File: src/rtl/run_arbiter_if.sv
// Request/grant/completion bundle between requesters and the shared run arbiter.
// Latency: none, plain wires.
// Backpressure: none; requests are levels, done/run are single-cycle pulses.
interface run_arbiter_if #(
  parameter int NUM_REQ = 4
);
  localparam int IDW = (NUM_REQ > 1) ? $clog2(NUM_REQ) : 1;

  logic [NUM_REQ-1:0] i_req;
  logic               i_engine_done;
  logic               o_run;
  logic [NUM_REQ-1:0] o_grant;
  logic [IDW-1:0]     o_grant_id;
  logic [NUM_REQ-1:0] o_done;
  logic               o_timeout;
  logic               o_busy;

  // Requester side: drives requests and the engine completion pulse.
  modport master (
    output i_req, i_engine_done,
    input  o_run, o_grant, o_grant_id, o_done, o_timeout, o_busy
  );

  // Arbiter side.
  modport slave (
    input  i_req, i_engine_done,
    output o_run, o_grant, o_grant_id, o_done, o_timeout, o_busy
  );
endinterface

File: src/rtl/run_arbiter.sv
// Round-robin owner arbitration for one shared run engine, with done timeout.
// Latency: request in IDLE -> grant+run next cycle; engine done -> o_done next cycle.
// Backpressure: requests are held off while busy; one service at a time, no queueing.
module run_arbiter #(
  parameter int NUM_REQ        = 4,
  parameter int TIMEOUT_CYCLES = 255
) (
  input  logic         i_clock,
  input  logic         i_reset_sync_n,
  run_arbiter_if.slave bus
);
  localparam int IDW = (NUM_REQ > 1) ? $clog2(NUM_REQ) : 1;
  localparam logic [7:0]     CNT_LIMIT = 8'(TIMEOUT_CYCLES - 1);
  localparam logic [IDW-1:0] LAST_RST  = IDW'(NUM_REQ - 1);

  typedef enum logic [1:0] {
    ST_IDLE  = 2'd0,
    ST_START = 2'd1,
    ST_WAIT  = 2'd2,
    ST_DONE  = 2'd3
  } state_t;

  state_t         state_q, state_d;
  logic [IDW-1:0] owner_q, owner_d;
  logic [IDW-1:0] last_q,  last_d;
  logic [7:0]     cnt_q,   cnt_d;
  logic           tout_q,  tout_d;

  logic           win_found;
  logic [IDW-1:0] win_id;
  logic [IDW-1:0] idx;

  // State register; reset abandons any service in flight without notifying anyone.
  always_ff @(posedge i_clock) begin
    if (!i_reset_sync_n) begin
      state_q <= ST_IDLE;
    end else begin
      state_q <= state_d;
    end
  end

  // Owner, rotation pointer, wait counter and timeout flag.
  always_ff @(posedge i_clock) begin
    if (!i_reset_sync_n) begin
      owner_q <= '0;
      last_q  <= LAST_RST;
      cnt_q   <= '0;
      tout_q  <= 1'b0;
    end else begin
      owner_q <= owner_d;
      last_q  <= last_d;
      cnt_q   <= cnt_d;
      tout_q  <= tout_d;
    end
  end

  // Round-robin pick: first active request strictly after the last served id, wrapping.
  always_comb begin
    win_found = 1'b0;
    win_id    = '0;
    idx       = '0;
    for (int i = 1; i <= NUM_REQ; i++) begin
      idx = IDW'((int'(last_q) + i) % NUM_REQ);
      if (!win_found && bus.i_req[idx]) begin
        win_found = 1'b1;
        win_id    = idx;
      end
    end
  end

  // Next-state and datapath update; engine done is only looked at while waiting.
  always_comb begin
    state_d = state_q;
    owner_d = owner_q;
    last_d  = last_q;
    cnt_d   = cnt_q;
    tout_d  = tout_q;
    case (state_q)
      ST_IDLE: begin
        if (win_found) begin
          owner_d = win_id;
          state_d = ST_START;
        end
      end
      ST_START: begin
        cnt_d   = '0;
        tout_d  = 1'b0;
        state_d = ST_WAIT;
      end
      ST_WAIT: begin
        cnt_d = cnt_q + 8'd1;
        // A done arriving on the limit cycle still counts as a normal completion.
        if (bus.i_engine_done) begin
          tout_d  = 1'b0;
          state_d = ST_DONE;
        end else if (cnt_q == CNT_LIMIT) begin
          tout_d  = 1'b1;
          state_d = ST_DONE;
        end
      end
      ST_DONE: begin
        last_d  = owner_q;
        state_d = ST_IDLE;
      end
      default: state_d = ST_IDLE;
    endcase
  end

  // Outputs decoded purely from registered state, so no input reaches an output.
  always_comb begin
    bus.o_busy     = (state_q != ST_IDLE);
    bus.o_run      = (state_q == ST_START);
    bus.o_grant    = '0;
    bus.o_grant_id = '0;
    bus.o_done     = '0;
    bus.o_timeout  = 1'b0;
    if (state_q != ST_IDLE) begin
      bus.o_grant    = NUM_REQ'(1) << owner_q;
      bus.o_grant_id = owner_q;
    end
    if (state_q == ST_DONE) begin
      bus.o_done    = NUM_REQ'(1) << owner_q;
      bus.o_timeout = tout_q;
    end
  end
endmodule

File: src/flat_wrapper.sv
// flat-port wrapper written by rule: the top's interface ports become plain ports
module run_arbiter_flat 
#(
  parameter int NUM_REQ        = 4,
  parameter int TIMEOUT_CYCLES = 255
)
  (i_clock, i_reset_sync_n, bus_i_req, bus_i_engine_done, bus_o_run, bus_o_grant, bus_o_grant_id, bus_o_done, bus_o_timeout, bus_o_busy);
  run_arbiter_if #(.NUM_REQ(NUM_REQ)) bus_i ();
  input  logic i_clock;
  input  logic i_reset_sync_n;
  input wire logic [$bits(bus_i.i_req)-1:0] bus_i_req;
  input wire logic [$bits(bus_i.i_engine_done)-1:0] bus_i_engine_done;
  output wire logic [$bits(bus_i.o_run)-1:0] bus_o_run;
  output wire logic [$bits(bus_i.o_grant)-1:0] bus_o_grant;
  output wire logic [$bits(bus_i.o_grant_id)-1:0] bus_o_grant_id;
  output wire logic [$bits(bus_i.o_done)-1:0] bus_o_done;
  output wire logic [$bits(bus_i.o_timeout)-1:0] bus_o_timeout;
  output wire logic [$bits(bus_i.o_busy)-1:0] bus_o_busy;
  assign bus_i.i_req = bus_i_req;
  assign bus_i.i_engine_done = bus_i_engine_done;
  assign bus_o_run = bus_i.o_run;
  assign bus_o_grant = bus_i.o_grant;
  assign bus_o_grant_id = bus_i.o_grant_id;
  assign bus_o_done = bus_i.o_done;
  assign bus_o_timeout = bus_i.o_timeout;
  assign bus_o_busy = bus_i.o_busy;
  run_arbiter #(.NUM_REQ(NUM_REQ), .TIMEOUT_CYCLES(TIMEOUT_CYCLES)) u_core (.i_clock(i_clock), .i_reset_sync_n(i_reset_sync_n), .bus(bus_i));
endmodule
File: config.mk
export PLATFORM = sky130hd
export DESIGN_NAME = run_arbiter_flat
export DESIGN_NICKNAME = d
export VERILOG_FILES = /design/src/rtl/run_arbiter_if.sv /design/src/rtl/run_arbiter.sv /design/src/flat_wrapper.sv
export SDC_FILE = /design/constraint.sdc
export NUM_CORES = 1
export LEC_CHECK = 0
export ABC_AREA = 1
export BUFFER_PORTS_ARGS = -buffer_cell sky130_fd_sc_hd__buf_4
export CAP_MARGIN = 20
export CORE_ASPECT_RATIO = 0.9
export CORE_MARGIN = 10
export CORE_UTILIZATION = 54
export DETAILED_ROUTE_END_ITERATION = 6
export GPL_TIMING_DRIVEN = 0
export MAX_ROUTING_LAYER = met4
export PLACE_DENSITY = 0.88
export SYNTH_ARGS = -nofsm -noshare
export SYNTH_HDL_FRONTEND = slang
export SYNTH_SLANG_ARGS = --single-unit
File: constraint.sdc
create_clock -name i_clock -period 1.6 [get_ports i_clock]
set_input_delay 0.24 -clock i_clock [delete_from_list [all_inputs] [get_ports i_clock]]
set_output_delay 0.24 -clock i_clock [all_outputs]
set_load 0.02 [all_outputs]
# Word level (Yosys, flattened, before mapping)
# Cells that the tools add are included.
# totals
regBits	15
output_inout_bits	13
# classes
shifts	1
n_eq_ne	6
muxes	28
n_addsub	5
n_reduce_logical	12
order_cmp	4
# ops
operator	n
$mux 2	8
$pmux 8 s2	1
$lt 2x3->1 const B	4
$mux 1	11
$add 8x1->8 const B	1
$bmux 1 s2	4
$eq 8x8->1 const B	1
$mux 4	2
$pmux 2 s4	1
$reduce_and 2->1	3
$add 2x1->2 const B	2
$add 2x2->2 const B	2
$eq 2x2->1 const B	2
$reduce_bool 2->1	2
$shl 1x2->4 const A	1
$logic_and 1x1->1	3
$logic_not 1->1	3
$ne 3x2->1 const B	1
$eq 2x1->1 const B	1
$logic_not 2->1	1
$ne 2x1->1 const B	1
$pmux 1 s2	1

# Logic depth before layout (Yosys ltp)
# logic_depth
ltp_word	15
ltp_mapped	11

# Worst setup path after synthesis
# OpenSTA, ideal clock, no wires.
# synth_timing
kind	flip-flop to output port
start	register u_core.state_q[0]
end	output port bus_o_grant[3]
required_ns	1.360
arrival_time_ns	1.331
path_buffers	1
path_stages_with_launch	5
path_slack_ns	0.029
path_cell_list	dfxtp_1 -> inv_1 -> ha_1 -> buf_2 -> nor3_1
# synth_between
elab_chain_len	2
# synth_lines
item	line	source
start, declared	run_arbiter.sv:23	state_t state_q, state_d;
start signal, assigned	run_arbiter.sv:38	state_q <= state_d;
$reduce_bool 2->1	run_arbiter.sv:117	if (state_q != ST_IDLE) begin
$mux 4	run_arbiter.sv:117	
end, declared	flat_wrapper.sv:14	output wire logic [$bits(bus_i.o_grant)-1:0] bus_o_grant;
# Every way passes these cells.

# Worst setup path after layout
# layout_timing
start	register u_core.state_q[1]
end	register u_core.state_q[1]
# layout_between
elab_chain_len	3
elab_cells_between_ends	8
cone_classes	eq/ne (5); mux (1); reduce/logical (2)
# layout_lines
item	line	source
$eq 2x2->1 or $logic_not 2->1 (tied branches)	run_arbiter.sv:78	case (state_q)
$ne 3x2->1 (no source line) or $ne 2x1->1 (tied branches)	-	
$reduce_and 2->1 (no source line)	-	
# Several ways; a longest one is shown, not always the timed one.
# A chain may end at the register's enable or synchronous reset.

==> flow_metrics.tcl <==
set metrics [dict create \
    status "finished, final reports clean" \
    clkTransAtPathRegs_ps 100 \
    rsz0062_at_grt "yes" \
    num_io_pins 20 \
    cts_inserted_buffers 3 \
    die-area_mm2 0.00410 \
    dr.pass1.iters 7 \
    crit_type "flop to flop" \
    synthCells 160 \
    hpwl_mm 1.96 \
    grt_overflow 0 \
    first_iter_violations 29 \
    finalPower_uw 2360 \
    antenna_cells 0 \
    area_growth_pct 34.9 \
    hold_viol 0 \
    cp-end-kind "flop" \
    cts-htree-levels 1 \
    clockRootBuffer "clkbuf_4" \
    min_period_ps 1530 \
    nFillCells 159 \
    skew_ps 7.49 \
    vias 1113 \
    syn_area_mm2 0.00105 \
    io_buffers 19 \
    fmaxAchievable_mhz 655 \
    clkLatencyLatePin_ps 290 \
    slew_viol_final 0 \
    ctsHoldBuffers 0 \
    grt_pass1_vias 1050 \
    dpl-instance-area_mm2 0.00122 \
    synth.avg_cell_area_um2 6.54 \
    routed_via_density 5.15 \
    fin_nets 205 \
    final_area_mm2 0.00141 \
    die_w_um 66.4 \
    globalplace.congestion 0.922 \
    fin_hold_ws_ps 200 \
    fin_ws_ps 72.8 \
    powerDensity_mw_per_mm2 1670 \
    syn_nets 173 \
    mostFrequentLayoutCells "nand2_1 (36), buf_4 (25), nor2_1 (20)" \
    drc_errors 0 \
    r2r_slack_ps 70 \
    cts_tree "done" \
    grt_pass1_wl_mm 4.35 \
    track_usage 0.137 \
    cts.sinks 15 \
    start_util 0.557 \
    antenna_left 0 \
    ys_seq_area_frac 0.287 \
    tightestPinTransition_ps 254 \
    core_mm2 0.00188 \
    fin_util 0.752 \
    layout-drive-gt1-share 0.351 \
    maxCapViolCount 0 \
    ir_worst_vdd_mv 1.28 \
    dp_slack_ps -122 \
    ys_top_cells_by_area "dfxtp_1 (29%), nand2_1 (13%), inv_1 (8.3%)" \
    wl_per_cell_um 12.4 \
    cp.arrival_ps 1710 \
    ys_warn_count 0 \
    setup_viol 0 \
    drt-total-wl_mm 2.69 \
    antenna_found_initial 0 \
    leakagePower_uw 0.000698 \
    clockBufferDepth 2 \
    startpoint_type "flop" \
    die_h_um 61.8 \
    final_common_cell "nand2_1" \
    required_ps 1790 \
    crit_fanout 4 \
    slew_headroom 0.829 \
    grt_max_degree 11 \
    ys.flop_type "dfxtp_1" \
    period_share 0.955 \
    yosysTopAreaCell "dfxtp_1" \
    synth_top_area_frac 0.287 \
    yosysUniqueCellTypes 24 \
    num_rows 15 \
    hp-class "primary input to flop" \
    async_flop_share 0 \
    synth_seq_cells 15 \
    synth_edf_count 0 \
]
==> per-stage QoR <==
step / TNS (ps) / cells
after floorplan: 0 / 160
after global placement: -42.9 / 204
after detailed placement: -197 / 204
after CTS: 0 / 210
after global routing: -130 / 216
final: 0 / 216
==> synthesized netlist by cell type (2+ instances only) <==
master	count
a21oi_1	12
inv_1	23
nand4_1	2
dfxtp_1	15
nor2_1	21
nand2_2	5
nand2_1	37
nand3_1	11
ha_1	6
nand3_2	2
and3_1	2
nor3_1	7
o21ai_0	5
o211ai_1	2
==> power by group <==
| part | internal (uW) | switching [uW] |
|---|---|---|
| sequential | 455 | 109 |
| clock | 93.0 | 132 |
| combinational | 681 | 890 |
==> final timing paths <==
check / to / depth (start not counted) / start
min reg2reg: u_core.tout_q / 2 / u_core.tout_q
min: u_core.last_q[1] / 2 / i_reset_sync_n
max: u_core.state_q[1] / 9 / u_core.state_q[1]
max reg2reg: u_core.state_q[1] / 9 / u_core.state_q[1]
==> flip-flops by register name, summed over array words and instances, names as in the netlist <==
| name | flops |
|---|---|
| u_core.state_q | 2 |
| u_core.owner_q | 2 |
| u_core.cnt_q | 8 |
| u_core.tout_q | 1 |
| u_core.last_q | 2 |
==> final cells by class <==
class	instances	area (um^2)	area share
Sequential cell	15	308	0.218
Multi-Input combinational cell	120	727	0.515
Clock buffer	3	22.5	0.0160
Buffer	1	15.0	0.0106
Inverter	24	92.6	0.0656
Clock inverter	1	5.00	0.00355
Tap cell	25	31.3	0.0222
Timing Repair Buffer	27	210	0.149
==> what timing repair did <==
action	in CTS	in global routing
endpoints found under the setup margin	13	13
gates resized for setup	11	21
setup buffers	2	6
gates cloned	0	0
pin swaps	1	5
==> worst max-delay path, cell delays in order (launching register included) <==
cell	delay, ps
dfxtp_2	360
buf_4	110
buf_4	90
buf_4	90
ha_1	190
inv_1	90
nor2_1	170
nand2_2	110
a21oi_1	150
nor2_1	60
==> logic make-up (layout without fill, tap and decap cells) <==
kind of cell / count (synthesis) / count (layout) / share of synthesized area
buf+inv: 25 / 56 / 0.0909
compound gates: 20 / 20 / 0.103
fa+ha+maj: 6 / 6 / 0.0718
xor+xnor: 1 / 1 / 0.00837
flops: 15 / 15 / 0.287
simple gates: 93 / 93 / 0.439
==> metal layers <==
metal | vias up | share of wire | GRT usage
met5 | - | 0 | -
met4 | 0 | 0.0074 | 0.0507
met3 | 2 | 0.036 | 0.0323
met2 | 24 | 0.53 | 0.252
met1 | 511 | 0.42 | 0.140
li1 | 576 | - | -
(Power assumes the default switching activity.)
